`src/rtl/mant_addsub_pipe.sv`:
```
// Pipelined mantissa add/subtract; the carry chain is cut into STAGES equal chunks, one per register stage.
// Optional MANT_ADDSUB_ABS_RESULT_EN adds an output stage that turns borrowing subtractions into |A-B|.
module mant_addsub_pipe #(
   parameter int WIDTH  = 24,
   parameter int STAGES = 2,
   parameter int TAG_W  = 8
) (
   input  logic             clk,
   input  logic             rst_n,
   input  logic             in_valid,
   output logic             in_ready,
   input  logic [WIDTH-1:0] in_a,
   input  logic [WIDTH-1:0] in_b,
   input  logic             in_sub,
   input  logic [TAG_W-1:0] in_tag,
   output logic             out_valid,
   input  logic             out_ready,
   output logic [WIDTH-1:0] out_result,
   output logic             out_carry,
   output logic             out_neg,
   output logic             out_zero,
   output logic [TAG_W-1:0] out_tag
);

   localparam int C = WIDTH / STAGES;
   localparam int L = STAGES - 1;

   generate
      if (STAGES < 1 || STAGES > WIDTH || (WIDTH % STAGES) != 0) begin : g_bad_cfg
         $error("mant_addsub_pipe: STAGES must be in 1..WIDTH and divide WIDTH");
      end
   endgenerate

   // Handshake: a beat transfers on any cycle where valid and ready are both high. The
   // whole pipe shifts together when the output register is empty or being drained.
   logic adv;
   assign adv      = ~out_valid | out_ready;
   assign in_ready = adv;

   // Inputs seen by each stage: the ports for stage 0, the previous stage register otherwise.
   logic             src_v [STAGES];
   logic [WIDTH-1:0] src_a [STAGES];
   logic [WIDTH-1:0] src_b [STAGES];
   logic [WIDTH-1:0] src_r [STAGES];
   logic             src_c [STAGES];
   logic             src_s [STAGES];
   logic [TAG_W-1:0] src_t [STAGES];

   logic             v_q [STAGES];
   logic             v_d [STAGES];
   logic [WIDTH-1:0] a_q [STAGES];
   logic [WIDTH-1:0] a_d [STAGES];
   logic [WIDTH-1:0] b_q [STAGES];
   logic [WIDTH-1:0] b_d [STAGES];
   logic [WIDTH-1:0] r_q [STAGES];
   logic [WIDTH-1:0] r_d [STAGES];
   logic             c_q [STAGES];
   logic             c_d [STAGES];
   logic             s_q [STAGES];
   logic             s_d [STAGES];
   logic [TAG_W-1:0] t_q [STAGES];
   logic [TAG_W-1:0] t_d [STAGES];

   logic fc_q, fc_d;
   logic fz_q, fz_d;

   always_comb begin
      src_v[0] = in_valid;
      src_a[0] = in_a;
      src_b[0] = in_b ^ {WIDTH{in_sub}};
      src_r[0] = '0;
      src_c[0] = in_sub;
      src_s[0] = in_sub;
      src_t[0] = in_tag;
      for (int k = 1; k < STAGES; k++) begin
         src_v[k] = v_q[k-1];
         src_a[k] = a_q[k-1];
         src_b[k] = b_q[k-1];
         src_r[k] = r_q[k-1];
         src_c[k] = c_q[k-1];
         src_s[k] = s_q[k-1];
         src_t[k] = t_q[k-1];
      end
   end

   always_comb begin : stage_math
      logic [C:0] sum;
      sum = '0;
      for (int k = 0; k < STAGES; k++) begin
         sum = {1'b0, src_a[k][k*C +: C]} + {1'b0, src_b[k][k*C +: C]} + {{C{1'b0}}, src_c[k]};
         v_d[k] = src_v[k];
         a_d[k] = src_a[k];
         b_d[k] = src_b[k];
         r_d[k] = src_r[k];
         r_d[k][k*C +: C] = sum[C-1:0];
         c_d[k] = sum[C];
         s_d[k] = src_s[k];
         t_d[k] = src_t[k];
      end
      // Subtraction reports a borrow, which is the inverted carry out of A + ~B + 1.
      fc_d = c_d[L] ^ s_d[L];
      fz_d = (r_d[L] == '0);
   end

   always_ff @(posedge clk) begin
      if (!rst_n) begin
         for (int k = 0; k < STAGES; k++) begin
            v_q[k] <= 1'b0;
            a_q[k] <= '0;
            b_q[k] <= '0;
            r_q[k] <= '0;
            c_q[k] <= 1'b0;
            s_q[k] <= 1'b0;
            t_q[k] <= '0;
         end
         fc_q <= 1'b0;
         fz_q <= 1'b0;
      end else if (adv) begin
         for (int k = 0; k < STAGES; k++) begin
            v_q[k] <= v_d[k];
            a_q[k] <= a_d[k];
            b_q[k] <= b_d[k];
            r_q[k] <= r_d[k];
            c_q[k] <= c_d[k];
            s_q[k] <= s_d[k];
            t_q[k] <= t_d[k];
         end
         fc_q <= fc_d;
         fz_q <= fz_d;
      end
   end

`ifdef MANT_ADDSUB_ABS_RESULT_EN
   logic             xv_q, xv_d;
   logic [WIDTH-1:0] xr_q, xr_d;
   logic             xc_q, xc_d;
   logic             xn_q, xn_d;
   logic             xz_q, xz_d;
   logic [TAG_W-1:0] xt_q, xt_d;

   // A borrowing subtraction holds A-B+2^WIDTH; negating it yields B-A.
   always_comb begin
      xv_d = v_q[L];
      xn_d = s_q[L] & fc_q;
      xr_d = xn_d ? (~r_q[L] + WIDTH'(1)) : r_q[L];
      xc_d = fc_q;
      xz_d = (xr_d == '0);
      xt_d = t_q[L];
   end

   always_ff @(posedge clk) begin
      if (!rst_n) begin
         xv_q <= 1'b0;
         xr_q <= '0;
         xc_q <= 1'b0;
         xn_q <= 1'b0;
         xz_q <= 1'b0;
         xt_q <= '0;
      end else if (adv) begin
         xv_q <= xv_d;
         xr_q <= xr_d;
         xc_q <= xc_d;
         xn_q <= xn_d;
         xz_q <= xz_d;
         xt_q <= xt_d;
      end
   end

   assign out_valid  = xv_q;
   assign out_result = xr_q;
   assign out_carry  = xc_q;
   assign out_neg    = xn_q;
   assign out_zero   = xz_q;
   assign out_tag    = xt_q;
`else
   assign out_valid  = v_q[L];
   assign out_result = r_q[L];
   assign out_carry  = fc_q;
   assign out_neg    = 1'b0;
   assign out_zero   = fz_q;
   assign out_tag    = t_q[L];
`endif

endmodule
```
`config.mk`:
```
export PLATFORM = sky130hd
export DESIGN_NAME = mant_addsub_pipe
export DESIGN_NICKNAME = d
export VERILOG_FILES = /design/src/rtl/mant_addsub_pipe.sv
export SDC_FILE = /design/constraint.sdc
export NUM_CORES = 1
export LEC_CHECK = 0
export CAP_MARGIN = 20
export CORE_MARGIN = 1.5
export CORE_UTILIZATION = 51
export DETAILED_ROUTE_END_ITERATION = 10
export GPL_TIMING_DRIVEN = 0
export PLACE_DENSITY = 0.81
export SYNTH_ARGS = -nofsm -noshare
export SYNTH_HDL_FRONTEND = slang
export SYNTH_SLANG_ARGS = --single-unit
```
`constraint.sdc`:
```
create_clock -name clk -period 3.8 [get_ports clk]
set_clock_uncertainty 0.1 [all_clocks]
set_input_delay 0.38 -clock clk [delete_from_list [all_inputs] [get_ports clk]]
set_output_delay 0.38 -clock clk [all_outputs]
set_load 0.1 [all_outputs]
```
# Yosys cells after proc, flatten, opt, wreduce, memory -nomap -nowiden
# Memory sizes are Yosys's and may differ from the RTL's.
# Index checks and enable logic that the tools add are counted.
# word_totals
ff_bits,2
mem_bits_rw,166
word_cells,50
mem_count,7
# op_classes
addsub,4
muxes,18
n_bitwise,18
reduce_logical,1
# mem_list
name,depth,width,rd,rd_clocked_by_memory_dff,write_ports,line,text
a_q,2,24,1,0,2,51,logic [WIDTH-1:0] a_q [STAGES];
b_q,2,24,1,0,2,53,logic [WIDTH-1:0] b_q [STAGES];
r_q,2,24,2,0,2,55,logic [WIDTH-1:0] r_q [STAGES];
t_q,2,8,2,0,2,61,logic [TAG_W-1:0] t_q [STAGES];
c_q,2,1,1,0,2,57,logic c_q [STAGES];
s_q,2,1,1,0,2,59,logic s_q [STAGES];
1 more memories,--,--,--,--,--,--,
# ops
op,n
24-bit two-way mux,6
12-bit by 12-bit adder with 13-bit output,2
13-bit by 1-bit adder with 13-bit output,2
24-bit zero test,1
24-bit XOR,1
8-bit two-way mux,2
1-bit OR,15
1-bit two-way mux,10
1-bit NOT,1
1-bit XOR,1

# Longest topological paths before layout
# Gate-level depths: netlist of the first run.
# An unclocked memory read counts as a cell.
# logic_depth
ltp_word,7
mapped_depth,11

# Worst setup path after synthesis of the first run
# Ideal clock, no wire load.
# synth_path
path_kind,register to register
from,"memory v_q[1][0], in the netlist v_q[0][1]"
to,"memory a_q[0][12], enable pin"
setup_ns,0.795
t_arrival_ns,2.630
t_required_ns,2.905
path_slack_ns,0.276
path_stages_with_launch,3
n_path_buf,0
synth_period_minus_slack_ns,3.524
cell_sequence,edfxtp_1 -> nor2b_1 -> nand2_1
# synth_lines
element,line,text
"start, declared",49,logic v_q [STAGES];
"end, declared",51,

# Worst setup path in the final report of the first run
# layout_path
from,input out_ready
to,output in_ready
# layout_via
elab_chain_cells,1
# layout_lines
element,line,text
"start, declared",17,"input logic out_ready,"
1-bit OR,37,assign adv = ~out_valid | out_ready;
"end, declared",11,"output logic in_ready,"
# Every way passes these cells.

==> impl_metrics.env, run 1 <==
export IMPL_finalHoldViolCount=0
export IMPL_status="finished, final reports clean"
export IMPL_cts_repair_resized=0
export IMPL_ctsLongestPathBuffers=2
export IMPL_grt_max_degree=70
export IMPL_wl_mm=9.02
export IMPL_fin_util=0.688
export IMPL_dr_total_vias=3106
export IMPL_period_minus_slack_ps=3040
export IMPL_drv_slew=0
export IMPL_worst_pin_slew_ps=1050
export IMPL_layout_common_cells="clkdlybuf4s50_1 (95), edfxtp_1 (80), and3_1 (48)"
export IMPL_finalSetupViolations=0
export IMPL_hp_class="input port to flip-flop"
export IMPL_relSlewSlack=0.299
export IMPL_ios=98
export IMPL_post_place_ws_ps=487
export IMPL_synth_cell_types=53
export IMPL_cts_sinks=82
export IMPL_ff2ff_path_depth=10
export IMPL_critPathMaxFanout=10
export IMPL_fin_cells=579
export IMPL_antenna_found_initial=0
export IMPL_place_area_um2=5440
export IMPL_final_nets=555
export IMPL_overflow=0
export IMPL_dieArea_um2=9040
export IMPL_timing_fmax_ghz=0.329
export IMPL_grt_pass1_vias=2975
export IMPL_cts_max_level=3
export IMPL_critPathLaunchType="input port"
export IMPL_grt_usage=0.203
export IMPL_path_cells="clkdlybuf4s50_1 -> nor2b_1 -> inv_2 -> clkbuf_1 -> clkdlybuf4s50_1"
export IMPL_irDropWorstVdd_v=0.000200
export IMPL_clock_root_buffer="clkbuf_8"
export IMPL_avgViaCountPerCell=5.36
export IMPL_post_cts_buffers=0
export IMPL_netlist_area_leader_share=0.555
export IMPL_drtIter0Drc=150
export IMPL_cpMostUsedCell="clkdlybuf4s50_1"
export IMPL_postSynthAreaPerCell_um2=12.0
export IMPL_end_kind="output port"
export IMPL_start_util=0.527
export IMPL_critical_path_arrival_ps=2560
export IMPL_first_pass_iters=4
export IMPL_netlist_instances=362
export IMPL_cp_required_ps=3320
export IMPL_grt_pass1_wl_mm=13.7
export IMPL_synth_top_area_cell="edfxtp_1"
export IMPL_final_area_um2=5650
export IMPL_dp_cells=563
export IMPL_clkTransAtPathRegs_ps=80
export IMPL_rows=33
export IMPL_grt_setup_unrepaired="no"
export IMPL_cts_buffers=9
export IMPL_synth_ff_type="edfxtp_1"
export IMPL_synth_nets=448
export IMPL_gp_congestion=0.836
export IMPL_async_reset_ff_frac=0
export IMPL_clock_latency_ps=350
export IMPL_slowest_delay_ps=1210
export IMPL_worstHoldPathCells=3
export IMPL_final_common_cell="clkdlybuf4s50_1"
export IMPL_cts_tree="yes"
export IMPL_p_total_mw=2.66
export IMPL_post_route_period_util=0.800
export IMPL_place_detailed_hpwl_mm=6.82
export IMPL_die_y_um=95.1
export IMPL_yosysWarnings=0
export IMPL_synth_area_um2=4330
export IMPL_drc=0
export IMPL_antennaDiodeCount=0
export IMPL_place_port_buffers=95
export IMPL_fillCellCount=626
export IMPL_ys_seq_area_frac=0.564
export IMPL_coreArea_um2=8220
export IMPL_p_leak_nw=2.39
export IMPL_antenna_left=0
export IMPL_p_per_area_nw_per_um2=471
export IMPL_cp_slowest_cell="clkdlybuf4s50_1"
export IMPL_worstSetupPathType="input port to output port"
export IMPL_drive_gt1_frac=0.0549
export IMPL_area_growth_pct=30.6
export IMPL_finalWorstSetupSlack_ps=760
export IMPL_synth_enable_flop_cells=80
export IMPL_die_w_um=95.1
export IMPL_holdBufCountCts=0
export IMPL_wl_per_cell_um=15.6
export IMPL_ys_ff_latch=82
export IMPL_drv_cap=0
export IMPL_synth_area_leaders="edfxtp_1 (56%), and3_1 (6.9%), ha_1 (6.4%)"
[layout make-up]
class                   count  area, um2  area share
well taps                 105        131      0.0233
flip-flops and latches     82       2440       0.432
clock inverters             4       50.0     0.00886
multi-input cells         251       1770       0.313
plain buffers              19       83.8      0.0148
clock buffers              12        155      0.0275
inverters                  10       37.5     0.00664
repair buffers             96        978       0.173
[critical path, delay by kind of cell]
family	cells	cell delay (ps)
AND/OR/NAND/NOR	1	110
buffers and inverters	4	2070
[stage by stage]
step	hold WS [ps]	setup TNS [ps]
global route	333	0
detailed placement	360	0
finish	310	0
CTS	309	0
global placement	340	-32720
floorplan	428	0
[cells by family (layout without fill, tap and decap cells)]
| group | Yosys count | after routing | synth area share |
|---|---|---|---|
| adders and majority gates | 25 | 25 | 0.0775 |
| xor gates and xnor gates | 40 | 40 | 0.0810 |
| DFF | 82 | 82 | 0.564 |
| buffers and inverters | 29 | 141 | 0.0280 |
| and+or+nand+nor | 129 | 129 | 0.155 |
| AOI/OAI and AO/OA | 54 | 54 | 0.0885 |
| muxes | 2 | 2 | 0.00492 |
| other | 1 | 1 | 0.000867 |
[power breakdown]
| part | internal (mW) | leakage, nW | switching (mW) |
|---|---|---|---|
| Sequential | 1.11 | 0.946 | 0.0352 |
| Clock | 0.339 | 0.0986 | 0.308 |
| Combinational | 0.292 | 1.34 | 0.580 |
| Total | 1.74 | 2.39 | 0.923 |
[layer usage]
metal	track usage	up-vias	routed length (um)
li1	-	1541	-
met1	0.245	1463	3850
met2	0.357	88	4580
met3	0.0439	14	441
met4	0.0684	0	141
met5	0	-	0
[cell usage after synthesis, drive strengths merged, types with 2 or more instances]
cell and n:
a21o 8, fa 3, buf 4, a21oi 12, a211oi 3, edfxtp 80, nor4b 2, nor4 3
nand4 2, o21a 4, nand3b 2, inv 9, nand3 2, nand2 12, ha 22, xnor2 21
nor2 43, dfxtp 2, clkbuf 15, and3 48, xor2 19, nor2b 3, o21ai 10, a21boi 3
nand2b 4, nor3 5
[state kept, by name, summed over array words and instances (netlist names)]
register and count:
b_q 12, out_carry 1, v_q 2, r_q 36, out_zero 1, t_q 16, c_q 1, a_q 12
s_q 1
[worst paths after layout]
path | start | endpoint | slack [ps]
hold reg to reg | out_zero | out_zero | 370
hold / removal | in_sub | b_q[0][13] | 310
setup / recovery | out_ready | in_ready | 760
setup reg to reg | a_q[0][12] | out_carry | 1000
No activity file was read; power rests on OpenSTA's default activity.
==> inputs of run 2 (changes only) <==
--- a/config.mk
+++ b/config.mk
@@ -7,10 +7,10 @@
 export LEC_CHECK = 0
 export CAP_MARGIN = 20
 export CORE_MARGIN = 1.5
-export CORE_UTILIZATION = 51
+export CORE_UTILIZATION = 46
 export DETAILED_ROUTE_END_ITERATION = 10
 export GPL_TIMING_DRIVEN = 0
-export PLACE_DENSITY = 0.81
+export PLACE_DENSITY = 0.77
 export SYNTH_ARGS = -nofsm -noshare
 export SYNTH_HDL_FRONTEND = slang
 export SYNTH_SLANG_ARGS = --single-unit
==> constraint.sdc (replaced) <==
create_clock -name clk -period 2.5 [get_ports clk]
set_clock_uncertainty 0.1 [all_clocks]
set_input_delay 0.25 -clock clk [delete_from_list [all_inputs] [get_ports clk]]
set_output_delay 0.25 -clock clk [all_outputs]
set_load 0.1 [all_outputs]
==> run 2 against run 1 <==
  * Critical path depth grew 3
  * Total power grew 53%
  * Die area grew 11%
  * Clock power grew 42%
  * Flip-flop and latch count is the same
  * Register-to-register slack lost 980 ps
  * Sequential share of layout area shrank 1.2 points
  * Combinational power grew 62%
  * Global-route usage shrank 1.5 points
  * Worst hold slack lost 130 ps
  * Largest power group unchanged
==> impl_metrics.env, run 2 (synthesis gave the netlist of run 1 again) <==
export IMPL_grt_setup_unrepaired="yes"
export IMPL_netSwitchingPower_mw=1.45
export IMPL_hold_slack_ps=179
export IMPL_wl_per_cell_um=16.2
export IMPL_overflow=0
export IMPL_cp_required_ps=2630
export IMPL_final_area_um2=5820
export IMPL_cts_max_level=3
export IMPL_clock_root_buffer="clkbuf_8"
export IMPL_end_kind="flip-flop"
export IMPL_dr_total_vias=3229
export IMPL_coreArea_um2=9200
export IMPL_die_y_um=100
export IMPL_avgViaCountPerCell=5.47
export IMPL_place_area_um2=5480
export IMPL_critPathLaunchType="flip-flop"
export IMPL_timing_fmax_ghz=0.403
export IMPL_drv_cap=0
export IMPL_antenna_found_initial=0
export IMPL_critical_path_arrival_ps=2610
export IMPL_wl_mm=9.57
export IMPL_irDropWorstVdd_v=0.000352
export IMPL_timing_rr_end="out_zero"
export IMPL_period_minus_slack_ps=2480
export IMPL_drv_slew=0
export IMPL_grt_max_degree=64
export IMPL_p_sw_frac=0.355
export IMPL_status="finished, final reports clean"
export IMPL_clkTransAtPathRegs_ps=80
export IMPL_first_pass_iters=5
export IMPL_cp_slowest_cell="fa_2"
export IMPL_finalWorstSetupSlack_ps=16.1
export IMPL_grt_usage=0.188
export IMPL_r2r_start="c_q[0]"
export IMPL_crit_path_end="out_zero"
export IMPL_finalHoldViolCount=0
export IMPL_rows=35
export IMPL_fin_cells=590
export IMPL_comb_power_share=0.347
export IMPL_area_growth_pct=34.4
export IMPL_cts_buffers=9
export IMPL_drtIter0Drc=192
export IMPL_drive_gt1_frac=0.106
export IMPL_cpMostUsedCell="o21ai_1"
export IMPL_drc=0
export IMPL_dieArea_um2=10000
export IMPL_worstSetupPathType="flip-flop to flip-flop"
export IMPL_cts_sinks=82
export IMPL_start_util=0.470
export IMPL_crit_start="c_q[0]"
export IMPL_ff2ff_path_depth=8
export IMPL_final_nets=561
export IMPL_die_w_um=100
export IMPL_largestRegisters="r_q x36, t_q x16"
export IMPL_grt_pass1_vias=3055
export IMPL_cts_tree="yes"
export IMPL_largest_reg_flops=36
export IMPL_post_route_period_util=0.994
export IMPL_relSlewSlack=0.331
export IMPL_fin_setup_tns_ps=0
export IMPL_clock_latency_ps=340
export IMPL_finalSetupViolations=0
export IMPL_dp_cells=569
export IMPL_ios=98
export IMPL_place_detailed_hpwl_mm=6.96
export IMPL_seq_power_share=0.428
export IMPL_gp_congestion=0.892
export IMPL_grt_pass1_wl_mm=14.4
export IMPL_critPathMaxFanout=5
export IMPL_holdBufCountCts=0
export IMPL_worst_hold_startpoint="in_sub"
export IMPL_top_register="r_q"
export IMPL_internal_power_mw=2.63
export IMPL_place_port_buffers=95
export IMPL_ctsLongestPathBuffers=2
export IMPL_p_per_area_nw_per_um2=701
export IMPL_antennaDiodeCount=0
export IMPL_slowest_delay_ps=420
export IMPL_reg2reg_slack_ps=20
export IMPL_post_place_ws_ps=-549
export IMPL_path_cells="fa_2 -> a21o_1 -> a221oi_4 -> a21boi_1 -> nor3b_1 -> o21a_1 -> o21ai_1 -> o21ai_1"
export IMPL_antenna_left=0
export IMPL_clkPwrFrac=0.226
export IMPL_p_leak_nw=2.46
export IMPL_p_total_mw=4.08
export IMPL_layout_common_cells="clkdlybuf4s50_1 (92), edfxtp_1 (80), and3_1 (48)"
export IMPL_worst_pin_slew_ps=1000
export IMPL_final_common_cell="clkdlybuf4s50_1"
export IMPL_hp_class="input port to flip-flop"
export IMPL_fin_util=0.633
export IMPL_fillCellCount=729
==> run 2: cell count changes in the layout (fill, tap and decap cells not counted), moves of 3 or more <==
cell	delta
fa_2	+3
a21oi_1	-3
fa_1	-3
buf_4	+6
clkbuf_1	-3
clkdlybuf4s50_1	-3
==> run 2: repair_timing <==
action                     CTS  global route
resized for setup           12            13
hold endpoints to repair     0             0
setup endpoints to repair    7             8
buffers inserted             1             5
pin swaps                    7             8
cloned                       0             0
==> run 2: metal layers <==
metal  GRT usage  vias up  share of wire
met5           0        -              0
met4      0.0596        0          0.018
met2       0.313      109           0.49
met3      0.0425       16          0.044
li1            -     1551              -
met1       0.246     1553           0.44
==> run 2: worst max-delay path: cells and delay by family (launching register included) <==
| family | cells | cell delay (ps) |
|---|---|---|
| adder cells (fa/ha/maj) | 1 | 420 |
| flip-flops | 1 | 410 |
| AND/OR/NAND/NOR | 1 | 180 |
| AO/OA/AOI/OAI | 6 | 1240 |
==> run 2: final cells by class <==
class	instances	area (um2)	area share
buffer	19	98.8	0.0170
clock buffer	10	128	0.0219
clock inverter	5	56.3	0.00968
inverter	10	37.5	0.00645
multi-input combinational	251	1900	0.326
sequential	82	2440	0.420
tap	111	139	0.0239
timing repair buffer	102	1020	0.175
==> run 2: how the worst min path moves through the flow <==
stage          depth (start not counted)  slack, ps          to
2_1_floorplan                          2        370  b_q[0][12]
3_3_place_gp                           2        350    out_zero
3_5_place_dp                           2        360    out_zero
4_1_cts                                3        170  b_q[0][12]
5_1_grt                                3        210  b_q[0][13]
6_report                               3        180  b_q[0][12]
==> run 2: power by group through the flow <==
stage                     Combinational, mW  Clock [mW]  Sequential (mW)
after floorplan                       0.486           0             2.26
after global placement                 1.30           0             1.77
after detailed placement               1.34           0             1.78
after CTS                              1.36       0.920             1.75
after global routing                   1.50       0.974             1.76
final                                  1.41       0.920             1.74
